--- config.mk ---
export PLATFORM = sky130hd
export DESIGN_NAME = keccak_padder
export DESIGN_NICKNAME = d
export VERILOG_FILES = /design/src/rtl/keccak_padder_pkg.sv /design/src/rtl/keccak_padder_pad_word.sv /design/src/rtl/keccak_padder.sv
export SDC_FILE = /design/constraint.sdc
export NUM_CORES = 1
export LEC_CHECK = 0
export CELL_PAD_IN_SITES_DETAIL_PLACEMENT = 1
export CELL_PAD_IN_SITES_GLOBAL_PLACEMENT = 2
export CORE_MARGIN = 2
export CORE_UTILIZATION = 10
export DETAILED_ROUTE_END_ITERATION = 12
export PLACE_DENSITY = 0.75
export SLEW_MARGIN = 20
export SYNTH_ARGS = -nofsm -noshare
export SYNTH_HDL_FRONTEND = slang
export SYNTH_SLANG_ARGS = --single-unit
--- constraint.sdc ---
create_clock -name Clock -period 1.7 [get_ports Clock]
set_clock_uncertainty 0.1 [all_clocks]
set_input_delay 0.255 -clock Clock [delete_from_list [all_inputs] [get_ports Clock]]
set_output_delay 0.255 -clock Clock [all_outputs]
set_load 0.05 [all_outputs]
--- src/rtl/keccak_padder_pkg.sv ---
// Shared constants and state type for the Keccak padder.
// Optional build macro: KECCAK_PADDER_SHA3_EN selects the SHA-3 domain
// suffix (0x06) as the first pad byte instead of Keccak pad10*1 (0x01).
package pkg_keccak;

  localparam int unsigned IN_BUF_SIZE = 64;
  localparam int unsigned RATE_WORDS  = 16;

  // Index of the last 64-bit word of a rate block
  localparam logic [3:0] LAST_WCNT = 4'(RATE_WORDS - 1);

`ifdef KECCAK_PADDER_SHA3_EN
  localparam logic [7:0] PAD_FIRST_BYTE = 8'h06;
`else
  localparam logic [7:0] PAD_FIRST_BYTE = 8'h01;
`endif
  localparam logic [7:0] PAD_LAST_BYTE  = 8'h80;

  typedef enum logic [1:0] {
    DATA      = 2'd0,
    PAD       = 2'd1,
    WAIT_FULL = 2'd2,
    WAIT_DONE = 2'd3
  } padder_state_t;

endpackage

--- src/rtl/keccak_padder_pad_word.sv ---
// Combinational pad insertion for one 64-bit word.
// first: keep bytes below nbytes, put the first pad byte at nbytes, zero above.
// last : OR the final pad byte into bits [63:56].
import pkg_keccak::*;

module keccak_pad_word (
  input  logic [IN_BUF_SIZE-1:0] word,
  input  logic [3:0]             nbytes,
  input  logic                   first,
  input  logic                   last,
  output logic [IN_BUF_SIZE-1:0] padded
);

  // Byte-wise masking and pad byte placement
  always_comb begin
    padded = word;
    if (first) begin
      for (int unsigned k = 0; k < 8; k++) begin
        if (k > 32'(nbytes)) begin
          padded[8*k +: 8] = '0;
        end else if (k == 32'(nbytes)) begin
          padded[8*k +: 8] = PAD_FIRST_BYTE;
        end
      end
    end
    if (last) begin
      padded[63:56] = padded[63:56] | PAD_LAST_BYTE;
    end
  end

endmodule

--- src/rtl/keccak_padder.sv ---
// Keccak message padder: passes message words to the permutation input with
// zero latency and appends pad10*1 (or SHA-3 suffix with KECCAK_PADDER_SHA3_EN),
// filling the rest of the 16-word rate block.
import pkg_keccak::*;

module keccak_padder (
  input  logic                   Clock,
  input  logic                   Reset,
  input  logic                   Start,
  input  logic [IN_BUF_SIZE-1:0] In_data,
  input  logic [3:0]             In_bytes,
  input  logic                   In_valid,
  input  logic                   In_last,
  output logic                   In_ready,
  output logic [IN_BUF_SIZE-1:0] Din,
  output logic                   Din_valid,
  output logic                   Last_block,
  input  logic                   Buffer_full,
  input  logic                   Ready,
  output logic                   Busy
);

  padder_state_t state, state_n;
  logic [3:0]    wcnt, wcnt_n;
  logic          pad_pend, pad_pend_n;   // 0x01 pad byte still owed to a PAD word
  logic          msg_last, msg_last_n;   // final message word has been taken
  logic          active, active_n;       // a message has started

  logic                   short_last;
  logic                   emit;
  logic [IN_BUF_SIZE-1:0] pw_word;
  logic [3:0]             pw_nbytes;
  logic                   pw_first;
  logic                   pw_last;
  logic [IN_BUF_SIZE-1:0] padded;

  assign short_last = In_last && (In_bytes < 4'd8);

  // Select what goes through the pad inserter: message data in DATA, a
  // synthetic zero word in PAD
  always_comb begin
    pw_word   = '0;
    pw_nbytes = '0;
    pw_first  = 1'b0;
    pw_last   = 1'b0;
    if (state == DATA) begin
      pw_word   = In_data;
      pw_nbytes = short_last ? In_bytes : 4'd8;
      pw_first  = short_last;
      pw_last   = short_last && (wcnt == LAST_WCNT);
    end else begin
      pw_first  = pad_pend;
      pw_last   = (wcnt == LAST_WCNT);
    end
  end

  keccak_pad_word u_pad_word (
    .word   (pw_word),
    .nbytes (pw_nbytes),
    .first  (pw_first),
    .last   (pw_last),
    .padded (padded)
  );

  // State register; Start and Reset both return to an empty idle
  always_ff @(posedge Clock) begin
    if (!Reset || Start) begin
      state    <= DATA;
      wcnt     <= '0;
      pad_pend <= 1'b0;
      msg_last <= 1'b0;
      active   <= 1'b0;
    end else begin
      state    <= state_n;
      wcnt     <= wcnt_n;
      pad_pend <= pad_pend_n;
      msg_last <= msg_last_n;
      active   <= active_n;
    end
  end

  // Next-state logic
  always_comb begin
    state_n    = state;
    wcnt_n     = wcnt;
    pad_pend_n = pad_pend;
    msg_last_n = msg_last;
    active_n   = active;
    if (emit) begin
      wcnt_n   = wcnt + 4'd1;
      active_n = 1'b1;
    end
    case (state)
      DATA: begin
        if (emit) begin
          if (In_last) begin
            msg_last_n = 1'b1;
            pad_pend_n = !short_last;
          end
          if (wcnt == LAST_WCNT) begin
            state_n = WAIT_FULL;
          end else if (In_last) begin
            state_n = PAD;
          end
        end
      end
      PAD: begin
        if (emit) begin
          pad_pend_n = 1'b0;
          if (wcnt == LAST_WCNT) begin
            state_n = WAIT_FULL;
          end
        end
      end
      WAIT_FULL: begin
        // A full-length final word leaves the pad byte owed, so one more
        // (pad-only) block follows before the message is complete
        if (Buffer_full) begin
          if (msg_last && !pad_pend) begin
            state_n = WAIT_DONE;
          end else if (pad_pend) begin
            state_n = PAD;
          end else begin
            state_n = DATA;
          end
        end
      end
      WAIT_DONE: begin
        if (!Buffer_full && Ready) begin
          state_n    = DATA;
          msg_last_n = 1'b0;
          active_n   = 1'b0;
        end
      end
      default: state_n = DATA;
    endcase
  end

  // Output logic: handshakes and the padded word are combinational
  always_comb begin
    In_ready = 1'b0;
    emit     = 1'b0;
    if (Reset && !Start) begin
      case (state)
        DATA: begin
          In_ready = !Buffer_full;
          emit     = In_valid && !Buffer_full;
        end
        PAD:     emit = !Buffer_full;
        default: emit = 1'b0;
      endcase
    end
    Din_valid  = emit;
    Din        = emit ? padded : '0;
    Last_block = emit && pw_last;
    Busy       = Reset && (active || (state != DATA)) &&
                 !((state == WAIT_DONE) && !Buffer_full && Ready);
  end

endmodule

**After elaboration in Yosys (flattened, before gate mapping)**

Index checks and enable logic that the tools add are counted.

- Mux-type cells: 48
- Equality and inequality tests: 18
- Order comparisons: 8
- Add/sub/neg operators: 1
- Reduce and logical (&&, ||, !) cells: 27

Operator list:

| cell | number |
|---|---|
| $mux 64 | 3 |
| $mux 8 | 16 |
| $eq 3x4->1 const A | 4 |
| $gt 3x4->1 const A | 4 |
| $mux 2 | 8 |
| $mux 1 | 15 |
| $ne 2x2->1 const B | 6 |
| $logic_and 1x1->1 | 11 |
| $eq 2x4->1 const A | 2 |
| $gt 2x4->1 const A | 2 |
| $mux 4 | 2 |
| $pmux 2 s4 | 1 |
| $reduce_and 4->1 | 2 |
| $logic_not 1->1 | 6 |
| $pmux 1 s2 | 3 |
| $reduce_and 6->1 | 1 |
| $reduce_bool 2->1 | 3 |
| $add 4x1->4 const B | 1 |
| $eq 1x4->1 const A | 1 |
| $eq 2x2->1 const B | 2 |
| $eq 4x4->1 const B | 1 |
| $gt 1x4->1 const A | 1 |
| $logic_not 4->1 | 1 |
| $lt 4x4->1 const B | 1 |
| 4 further kinds | 5 |

- Logic and storage cells: 107
- Register bits after elaboration: 9
- Output and inout bits: 68
- Bits of input ports: 75

**Logic depth before layout (Yosys ltp)**

- Word-level depth: 10
- Mapped depth: 5
- Mapped depth without buffers: 5

**Hierarchy**

Synthesis repeated with hierarchy kept, for this count alone.

- Cells, all modules: 302
- Area, all modules: 2014.4 um^2

By module, submodules not included:

| module | seq. area each (um^2) | cells each | times used | area an instance (um^2) |
|---|---|---|---|---|
| keccak_padder | 180.2 | 214 | 1 | 1432.6 |
| keccak_pad_word | 0.0 | 88 | 1 | 581.8 |

**Worst setup path before layout**

Ideal clock, no wire load.

- Path type: flip-flop to output port
- From: reg state[1]
- To: out Din[63]
- Stages on the path, launching flop included: 5
- Arrival: 2.514 ns
- Path buffers: 0
- Setup slack: -1.169 ns
- Required time: 1.345 ns
- Cell sequence: dfxtp_1 nor4b_4 nand2_1 a211oi_1 a31o_2

- Cells in the longest elaborated chain, start to end: 8
- Elaborated cells between the ends (all ways): 15
- Classes of those cells: order compare (1); eq/ne (2); mux (11); reduce/logical (1)

Ends and longest elaborated chain:

| what | RTL line | text |
|---|---|---|
| start, declared | keccak_padder.sv:23 | `padder_state_t state, state_n;` |
| start signal, assigned | keccak_padder.sv:74 | `state <= state_n;` |
| parallel branches: the longest is 7 deep, another holds $gt 3x4->1 | - |  |
| $mux 64 (*) | keccak_padder.sv:154 | `Din = emit ? padded : '0;` |
| end, declared | keccak_padder.sv:15 | `output logic [IN_BUF_SIZE-1:0] Din,` |

Every way passes the cells marked *.

**Worst setup path after layout**

- From: reg state[0]
- To: out Din[48]

- Cells in the longest elaborated chain, start to end: 7
- Elaborated cells between the ends (all ways): 13
- Classes of those cells: order compare (1); eq/ne (2); mux (9); reduce/logical (1)

Ends and longest elaborated chain:

| what | RTL line |
|---|---|
| parallel branches: the longest is 6 deep, another holds $gt 3x4->1 | - |
| $mux 64 (*) | keccak_padder.sv:154 |

Marks and branches as above.

==> impl_metrics.yaml <==
cts:
  cts_root_buf: "clkbuf_16"
  hold_buffers: 0
  cts.sinks: 9
  cts_buffers: 3
  htreeDepth: 1
  clockBufferDepth: 2
  insertion_delay_ns: 0.24
  cts.clk_slew.worst_paths_ns: 0.04
  tritoncts: "built"
layout:
  final_common_cell: "buf_12"
  drive_gt1_frac: 0.6022
  diodes: 0
  area_delta_synth_final_pct: 276.8
  layout_common_cells: "buf_12, clkdlybuf4s50_1, and2_4"
  multi_input_area_mm2: 0.001290
  final_area_mm2: 0.004280
  fin_nets: 434
  regArea_um2: 182.7
  nFillCells: 1201
pwr:
  vdd_drop_max_mv: 0.2333
  p_per_area_mw_per_mm2: 298.4
  p_leak_nw: 1.713
timing:
  final-setup-viol-count: 71
  min_period_over_period: 1.289
  drv_slew: 0
  setup_tns_ns: -27.40
  timing.final.crit_period_ns: 2.191
  rsz0062_at_grt: "yes"
  fmax_ghz: 0.4565
  hold_viol: 0
  finalWorstSetupSlack_ns: -0.4906
  slew_headroom: 0.7649
  max_slew.worst_pin.slew_ns: 0.3490
worst_setup_path:
  crit_path_end_kind: "output pin"
  worstPathArrival_ns: 1.84
  r2r-start: "state[0]"
  r2r_cells: 7
  required_ns: 1.34
  critPathKind: "reg -> out"
  cp-start-kind: "register"
  crit_start: "state[0]"
  cp_max_fo: 5
floorplan:
  die_h_um: 110.6
  start_util: 0.1034
  coreArea_mm2: 0.01098
  die_w_um: 110.6
  rows: 38
  io_pins: 143
  die_area_mm2: 0.01223
routing:
  dr.pass1.iters: 4
  num_vias: 1937
  wl_um: 7256
  wl_per_cell_um: 14.60
  viasPerCell: 3.897
  antenna_left: 0
  dr.first_iter.drc_count: 65
  drc: 0
logic_synthesis:
  syn_nets: 241
  synth_top_area_frac: 0.2753
  async_reset_ff_frac: 0
  ys_seq_area_frac: 0.1586
  avgSynthCellArea_um2: 6.885
  synthFlopType: "dfxtp_1"
  yosys-top-cells-area: "and2_1, dfxtp_1, nor2_1, a21oi_1, o21ai_0"
  ys_types: 39
  yosys_warnings: 0
  synthCells: 165
  syn-cell-area_mm2: 0.001136
  synth_edf_count: 0
  yosys_register_bits: 9
  synth_top_area_cell: "and2_1"
status:
  status: "complete, but fails checks"
  violations: "negative setup slack"
grt:
  use_met1: 0.1337
  grtUsageMet2: 0.2188
  grt_pass1_vias: 2107
  grt_pass1_wl_um: 11490
  top_usage_layer: "met2"
  grt_start_max_net_pins: 14
  grt_usage: 0.1160
  overflow: 0
  use_met3: 0.01811
  antenna_found_initial: 0
placement:
  place.gp.congestion: 0.7986
  placed_cell_area_mm2: 0.003862
  port_buffers: 142
  dp_hpwl_um: 6039
hold_path:
  hp-class: "reg -> reg"
  whs_path_depth: 2
  hold_start: "wcnt[1]"
run:
  cap_viol_max_count: 0
report_power, final:
group          internal, mW  total (mW)  switching [mW]  leakage (nW)
Clock                 0.314       0.427           0.112        0.0382
Sequential            0.214       0.215         0.00146        0.0736
Combinational         0.365       0.635           0.270          1.60
layer usage:
metal	wire (um)	part of all wire	vias up
met3	396	0.055	6
met1	2886	0.40	889
met5	0	0	-
li1	-	-	955
met2	3879	0.53	87
met4	94	0.013	0
logic make-up after synthesis:
logic type	count (synthesis)	share of synthesized area
mux	1	0.008811
buf+inv	9	0.03304
flops	9	0.1586
simple gates	108	0.5760
xor+xnor	3	0.02313
compound gates	34	0.1894
fa+ha+maj	1	0.01101
state kept, by name, indices dropped and copies added (netlist names):
signal    cells
pad_pend      1
active        1
state         2
msg_last      1
wcnt          4
synth_stat cells (2+ instances only):
cell type and instances:
a211oi_1 4, a21oi_1 10, a22o_1 2, and2_1 50, and3_1 7, clkbuf_1 5
dfxtp_1 9, inv_1 2, nand2_1 10, nand2b_1 3, nand3_1 6, nor2_1 17
nor3_1 3, o21a_1 2, o21ai_0 10, xor2_1 2
layout make-up:
class | count | share of cell area
timing repair buffer | 194 | 0.5940
multi-input combinational | 147 | 0.3014
sequential | 9 | 0.04268
tap | 140 | 0.04092
clock buffer | 4 | 0.01842
inverter | 3 | 0.002631
critical path: stages (launching register included):
cell and delay (ns):
dfxtp_2 0.32, or4b_4 0.58, nor2_4 0.17, buf_6 0.16, o21ai_4 0.07, a21oi_4 0.14
buf_12 0.15
worst paths after layout:
check	slack (ns)	end
hold / removal	0.38	wcnt[1]
hold reg to reg	0.38	wcnt[1]
setup reg to reg	-0.07	pad_pend
setup / recovery	-0.49	Din[48]
timing repair:
| item | 4_1_cts | 5_1_grt |
|---|---|---|
| setup endpoints to repair | 75 | 75 |
| pin swaps | 9 | 24 |
| setup buffers | 7 | 4 |
| resized for setup | 70 | 19 |
| gates cloned | 1 | 0 |
stage by stage:
stage	utilization	hold slack [ns]	setup slack, ns	power [mW]	std cells
after global routing	0.3897	0.4052	-0.5394	1.326	497
after CTS	0.3804	0.3859	-0.5055	1.270	493
final	0.3897	0.3824	-0.4906	1.277	497
after global placement	0.3517	0.3654	-0.7347	0.7883	481
after detailed placement	0.3517	0.3806	-0.7940	0.7977	481
after floorplan	-	0.2944	-0.2655	0.4196	165
No activity file was read; power rests on OpenSTA's default activity.
